$ cat src/rtl/vga_pkg.sv
// vga_pkg: shared raster timing for the VGA timing generator.
//   - 640x480@60 default timing constants (pixel counts per region).
//   - raster_total(): line/frame length from active + porches + sync.
//   - sync_start()/sync_end(): sync window bounds; end is exclusive.
package vga_pkg;

    localparam int VGA_H_ACTIVE  = 640;
    localparam int VGA_H_FP      = 16;
    localparam int VGA_H_SYNC    = 96;
    localparam int VGA_H_BP      = 48;
    localparam int VGA_V_ACTIVE  = 480;
    localparam int VGA_V_FP      = 10;
    localparam int VGA_V_SYNC    = 2;
    localparam int VGA_V_BP      = 33;
    localparam int VGA_HSYNC_POL = 0;
    localparam int VGA_VSYNC_POL = 0;
    localparam int VGA_CLK_DIV   = 4;
    localparam int VGA_COORD_W   = 10;

    function automatic int raster_total(input int active, input int fp,
                                        input int sync, input int bp);
        return active + fp + sync + bp;
    endfunction

    function automatic int sync_start(input int active, input int fp);
        return active + fp;
    endfunction

    function automatic int sync_end(input int active, input int fp, input int sync);
        return active + fp + sync;
    endfunction

endpackage

$ cat src/rtl/clk_enable_div.sv
// clk_enable_div: pixel-clock prescaler producing a one-clk pix_tick.
//   clk      in  system clock
//   rst_n    in  asynchronous active-low reset
//   enable   in  1 = count; 0 = clear the prescaler and suppress ticks
//   pix_tick out high in the cycle where the prescaler sits on its last phase
module clk_enable_div #(
    parameter int CLK_DIV = 4
) (
    input  logic clk,
    input  logic rst_n,
    input  logic enable,
    output logic pix_tick
);

    // A one-bit counter is kept for CLK_DIV=1 so the decode stays uniform;
    // it never leaves 0, which makes pix_tick follow enable.
    localparam int CNT_W = (CLK_DIV > 1) ? $clog2(CLK_DIV) : 1;
    localparam logic [CNT_W-1:0] CNT_LAST = CNT_W'(CLK_DIV - 1);

    logic [CNT_W-1:0] cnt_q;
    logic [CNT_W-1:0] cnt_d;

    // Next prescaler phase: wrap after the last phase, cleared while held.
    always_comb begin
        cnt_d = cnt_q;
        if (!enable) begin
            cnt_d = '0;
        end else if (cnt_q == CNT_LAST) begin
            cnt_d = '0;
        end else begin
            cnt_d = cnt_q + 1'b1;
        end
    end

    // Prescaler phase register.
    always_ff @(posedge clk or negedge rst_n) begin
        if (!rst_n) begin
            cnt_q <= '0;
        end else begin
            cnt_q <= cnt_d;
        end
    end

    // Gated by rst_n so the tick reads 0 during reset even when CLK_DIV=1.
    assign pix_tick = rst_n & enable & (cnt_q == CNT_LAST);

endmodule

$ cat src/rtl/vga_timing_gen.sv
// vga_timing_gen: parametrised VGA raster timing generator.
//   clk          in  system clock
//   rst_n        in  asynchronous active-low reset
//   enable       in  1 = run; 0 = hold counters and outputs
//   Hsync/Vsync  out registered syncs, active level set by *_POL
//   PixelAddress out {X, Y}
//   video_on     out X < H_ACTIVE and Y < V_ACTIVE
//   pix_tick     out one-clk pulse per pixel period
//   line_start   out one-clk pulse when X becomes 0
//   frame_start  out one-clk pulse when X and Y both become 0
//   frame_count  out frame counter, bumped with each frame_start
module vga_timing_gen
    import vga_pkg::*;
#(
    parameter int H_ACTIVE  = VGA_H_ACTIVE,
    parameter int H_FP      = VGA_H_FP,
    parameter int H_SYNC    = VGA_H_SYNC,
    parameter int H_BP      = VGA_H_BP,
    parameter int V_ACTIVE  = VGA_V_ACTIVE,
    parameter int V_FP      = VGA_V_FP,
    parameter int V_SYNC    = VGA_V_SYNC,
    parameter int V_BP      = VGA_V_BP,
    parameter int HSYNC_POL = VGA_HSYNC_POL,
    parameter int VSYNC_POL = VGA_VSYNC_POL,
    parameter int CLK_DIV   = VGA_CLK_DIV,
    parameter int COORD_W   = VGA_COORD_W
) (
    input  logic                   clk,
    input  logic                   rst_n,
    input  logic                   enable,
    output logic                   Hsync,
    output logic                   Vsync,
    output logic [2*COORD_W-1:0]   PixelAddress,
    output logic                   video_on,
    output logic                   pix_tick,
    output logic                   line_start,
    output logic                   frame_start,
    output logic [15:0]            frame_count
);

    localparam int H_TOTAL = raster_total(H_ACTIVE, H_FP, H_SYNC, H_BP);
    localparam int V_TOTAL = raster_total(V_ACTIVE, V_FP, V_SYNC, V_BP);

    localparam logic [COORD_W-1:0] X_LAST   = COORD_W'(H_TOTAL - 1);
    localparam logic [COORD_W-1:0] Y_LAST   = COORD_W'(V_TOTAL - 1);
    localparam logic [COORD_W-1:0] X_ACT    = COORD_W'(H_ACTIVE);
    localparam logic [COORD_W-1:0] Y_ACT    = COORD_W'(V_ACTIVE);
    localparam logic [COORD_W-1:0] HS_START = COORD_W'(sync_start(H_ACTIVE, H_FP));
    localparam logic [COORD_W-1:0] HS_END   = COORD_W'(sync_end(H_ACTIVE, H_FP, H_SYNC));
    localparam logic [COORD_W-1:0] VS_START = COORD_W'(sync_start(V_ACTIVE, V_FP));
    localparam logic [COORD_W-1:0] VS_END   = COORD_W'(sync_end(V_ACTIVE, V_FP, V_SYNC));
    localparam logic               HS_ON    = (HSYNC_POL != 0);
    localparam logic               VS_ON    = (VSYNC_POL != 0);

    logic                tick_s;
    logic [COORD_W-1:0]  x_q, x_d, y_q, y_d;
    logic                hsync_q, hsync_d, vsync_q, vsync_d;
    logic                video_on_q, video_on_d;
    logic                line_start_q, line_start_d;
    logic                frame_start_q, frame_start_d;
    logic [15:0]         frame_count_q, frame_count_d;

    clk_enable_div #(
        .CLK_DIV (CLK_DIV)
    ) u_div (
        .clk      (clk),
        .rst_n    (rst_n),
        .enable   (enable),
        .pix_tick (tick_s)
    );

    // Raster position: advance X per tick, Y when X wraps.
    always_comb begin
        x_d = x_q;
        y_d = y_q;
        if (tick_s) begin
            if (x_q == X_LAST) begin
                x_d = '0;
                if (y_q == Y_LAST) begin
                    y_d = '0;
                end else begin
                    y_d = y_q + 1'b1;
                end
            end else begin
                x_d = x_q + 1'b1;
            end
        end else begin
            x_d = x_q;
            y_d = y_q;
        end
    end

    // Decode from the next position so the registered flags line up with
    // PixelAddress in the same cycle; with no tick x_d/y_d equal the held
    // position, so syncs and video_on hold while strobes drop.
    always_comb begin
        hsync_d       = ((x_d >= HS_START) && (x_d < HS_END)) ? HS_ON : ~HS_ON;
        vsync_d       = ((y_d >= VS_START) && (y_d < VS_END)) ? VS_ON : ~VS_ON;
        video_on_d    = (x_d < X_ACT) && (y_d < Y_ACT);
        line_start_d  = tick_s && (x_d == '0);
        frame_start_d = line_start_d && (y_d == '0);
        if (frame_start_d) begin
            frame_count_d = frame_count_q + 16'd1;
        end else begin
            frame_count_d = frame_count_q;
        end
    end

    // Raster state and registered outputs.
    always_ff @(posedge clk or negedge rst_n) begin
        if (!rst_n) begin
            x_q           <= X_LAST;
            y_q           <= Y_LAST;
            hsync_q       <= ~HS_ON;
            vsync_q       <= ~VS_ON;
            video_on_q    <= 1'b0;
            line_start_q  <= 1'b0;
            frame_start_q <= 1'b0;
            frame_count_q <= 16'd0;
        end else begin
            x_q           <= x_d;
            y_q           <= y_d;
            hsync_q       <= hsync_d;
            vsync_q       <= vsync_d;
            video_on_q    <= video_on_d;
            line_start_q  <= line_start_d;
            frame_start_q <= frame_start_d;
            frame_count_q <= frame_count_d;
        end
    end

    assign Hsync        = hsync_q;
    assign Vsync        = vsync_q;
    assign PixelAddress = {x_q, y_q};
    assign video_on     = video_on_q;
    assign pix_tick     = tick_s;
    assign line_start   = line_start_q;
    assign frame_start  = frame_start_q;
    assign frame_count  = frame_count_q;

endmodule

$ cat config.mk
export PLATFORM = sky130hd
export DESIGN_NAME = vga_timing_gen
export DESIGN_NICKNAME = d
export VERILOG_FILES = /design/src/rtl/vga_pkg.sv /design/src/rtl/clk_enable_div.sv /design/src/rtl/vga_timing_gen.sv
export SDC_FILE = /design/constraint.sdc
export NUM_CORES = 1
export LEC_CHECK = 0
export CORE_AREA = 2 2 78 80
export DETAILED_ROUTE_END_ITERATION = 10
export DIE_AREA = 0 0 80 82
export HOLD_SLACK_MARGIN = 0.12
export PLACE_DENSITY = 0.75
export SLEW_MARGIN = 5
export SYNTH_ARGS = -nofsm -noshare
export SYNTH_HDL_FRONTEND = slang
export SYNTH_SLANG_ARGS = --single-unit
$ cat constraint.sdc
create_clock -name clk -period 3.9 [get_ports clk]
set_input_delay 0.78 -clock clk [delete_from_list [all_inputs] [get_ports clk]]
set_output_delay 0.78 -clock clk [all_outputs]
set_load 0.02 [all_outputs]
==> impl_metrics.tcl <==
set metrics [dict create \
    synthFlopType "dfrtp_1" \
    synth_cells 258 \
    crit_chain "clkdlybuf4s50_1, nand4_1, buf_4, nor4_2, buf_4, o21ai_1, a222oi_1, and4_1, buf_4, nand2_2, mux2_4" \
    async_flop_share_pct 100 \
    crit_family "buffers and inverters" \
    ctsResizeCount 0 \
    cts-root-buf "clkbuf_8" \
    drc 0 \
    numPortBuffers 44 \
    cts.path.max_buffers 2 \
    final_nets 312 \
    hold_class "flip-flop to flip-flop" \
    cp-start-kind "primary input" \
    post-synth-top-area-cell "dfrtp_1" \
    tns_ns 0 \
    routabilityCongestion 0.877 \
    layout_commonest_cell "clkdlybuf4s50_1" \
    combPwrFrac_pct 11.4 \
    core_um2 5750 \
    crit_path_end_kind "flip-flop" \
    drive_above_1_share_pct 13.4 \
    synth-edff-count 0 \
    postSynthAreaPerCell_um2 9.58 \
    ys_seq_elements 43 \
    ctsHoldBuffers 0 \
    yosysSeqAreaShare_pct 44.1 \
    antenna_found_initial 0 \
    ioPinCount 45 \
    power_density_nw_per_um2 306 \
    fmax_mhz 293 \
    netlist_top_cells_area "dfrtp_1, dfstp_2, xnor2_1" \
    critical_path_arrival_ns 3.60 \
    final.min_clock_period_ns 3.42 \
    worst_slew_pin_slew_ns 0.707 \
    critical_path.slowest_cell "clkdlybuf4s50_1" \
    finalSetupViolCount 0 \
    p_int_mw 0.708 \
    required_ns 4.08 \
    synth_nets 266 \
    die-height_um 82 \
    crit_buf_inv 4 \
    cts_setup_buffers 0 \
    dr.pass1.iters 4 \
    netlist_area_um2 2470 \
    diodes 0 \
    clock_latency_ns 0.30 \
    die_w_um 80 \
    grt_max_degree 45 \
    drtIter0Drc 240 \
    fp-row-count 28 \
    grt_util_met2_pct 25.9 \
    status "complete, no violations" \
    cts_tree "built" \
    grt_usage_pct 17.8 \
    synth_cell_types 54 \
    fin_cells 380 \
    clk_pin_slew_worst_paths_ns 0.08 \
    final_cell_mix "clkdlybuf4s50_1, nand2_1, dfrtp_1" \
    grt_use_met3_pct 3.63 \
    cts-htree-levels 2 \
    p_switching_mw 0.235 \
    met1_usage_pct 26.1 \
    area_growth_pct 24.6 \
    skew_ns 0.0134 \
    crit_type "primary input to flip-flop" \
    maxSlewViolCount 0 \
    synth_top_cell_area_share_pct 31.4 \
    dieArea_um2 6560 \
    p_clk_share_pct 37.1 \
    swShare_pct 24.9 \
    place.detailed.hpwl_um 3830 \
    placed_cells 372 \
    finalHoldViolCount 0 \
    p_leak_nw 1.25 \
    fin_crit_sh_pct 87.6 \
    maxCapViolations 0 \
    numCtsBuffers 5 \
    slew-limit-headroom_pct 52.4 \
    cts.sinks 43 \
    synth_warnings 0 \
    vias_per_cell 5.49 \
    num_vias 2088 \
    wl_um 5270 \
    grt_pass1_vias 1924 \
    grt_overflow_total 0 \
    ant_nets 0 \
    busiest_layer "met1" \
    ir_drop_mv 0.142 \
    cp_common_cell "buf_4" \
    path_max_fanout 15 \
    wl_per_cell_um 13.9 \
    grt_pass1_wl_um 9240 \
    seq_power_share_pct 51.5 \
    slowest_delay_ns 0.51 \
    rsz0062_at_grt "false" \
    initial_utilization_pct 43.0 \
]
## per-layer routing
| layer | vias up | share of wire [%] | routed length (µm) |
|---|---|---|---|
| li1 | 1018 | - | - |
| met1 | 986 | 48 | 2510 |
| met2 | 78 | 45 | 2370 |
| met3 | 6 | 6.1 | 321 |
| met4 | 0 | 1.3 | 71 |
| met5 | - | 0 | 0 |
## registers in the layout (all words and copies together), names as in the netlist
signal	cells
x_q	10
frame_start	1
frame_count	16
Vsync	1
Hsync	1
y_q	10
u_div.cnt_q	2
line_start	1
video_on	1
## worst register-to-register path, stage by stage, from the launching register on
cell,delay (ns)
dfstp_2,0.61
ha_1,0.19
or4b_4,0.47
or4_1,0.56
mux2i_1,0.17
a222oi_1,0.37
and4_1,0.25
buf_4,0.20
nand2_2,0.09
mux2_4,0.30
## worst paths after layout
check | start | endpoint | slack, ns | depth (start not counted)
setup reg to reg | x_q[0] | frame_count[1] | 0.58 | 9
hold reg to reg | u_div.cnt_q[0] | u_div.cnt_q[0] | 0.45 | 1
min in group asynchronous | rst_n | x_q[6] | 0.57 | 2
max in group asynchronous | rst_n | x_q[9] | 2.94 | 2
setup / recovery | enable | frame_count[1] | 0.48 | 11
hold / removal | u_div.cnt_q[0] | u_div.cnt_q[0] | 0.45 | 1
## synthesized netlist by cell type (2+ instances only)
library cell	count
o21ai_1	2
a21oi_1	3
nor2_1	12
xor2_1	4
nand2_1	31
a211o_1	2
ha_1	5
nand4_1	13
dfrtp_1	31
o21ai_0	11
mux2i_1	2
or3_1	2
nand3_1	18
nand3b_1	2
xnor2_1	24
nor3b_1	2
and3_1	8
nor3_1	8
a211oi_1	3
clkbuf_1	5
dfstp_2	12
nor4_1	4
inv_1	13
buf_6	3
and2_1	2
nor4_2	2
a21o_2	2
o31ai_1	4
buf_2	2
nor2b_1	2
## stage by stage
step | worst slack, ns | hold slack (ns) | utilization (%) | area, µm² | total power [mW]
after CTS | 0.527 | 0.457 | 53.6 | 3080 | 0.956
after detailed placement | 0.233 | 0.446 | 51.7 | 2970 | 0.602
after floorplan | 0.680 | 0.416 | - | 2470 | 0.557
after global routing | 0.379 | 0.480 | 53.6 | 3080 | 0.995
final | 0.482 | 0.448 | 53.6 | 3080 | 0.943
after global placement | 0.315 | 0.426 | 51.7 | 2970 | 0.604
## final cells by class
| class | instances | area, µm² |
|---|---|---|
| well taps | 75 | 93.8 |
| clock buffers | 5 | 68.8 |
| flip-flops and latches | 43 | 1090 |
| multi-input cells | 190 | 1250 |
| fillers | 530 | 2660 |
| inverters | 13 | 48.8 |
| clock inverters | 3 | 43.8 |
| repair buffers | 51 | 488 |
## power groups by stage
stage,clock network [mW],registers [mW],logic (mW)
after floorplan,0,0.502,0.0552
after global placement,0,0.495,0.109
after detailed placement,0,0.495,0.108
after CTS,0.361,0.487,0.108
after global routing,0.385,0.489,0.120
final,0.350,0.486,0.107
## logic make-up after synthesis
kind of cell             Yosys count  synth area share (%)
AO/OA/AOI/OAI                     37                  10.2
XOR/XNOR                          28                  9.92
adder cells (fa/ha/maj)            5                  2.53
buffers and inverters             25                  5.42
flip-flops                        43                  44.1
multiplexers                       3                  1.42
AND/OR/NAND/NOR                  117                  26.4
Power figures use the tool's default switching activity.
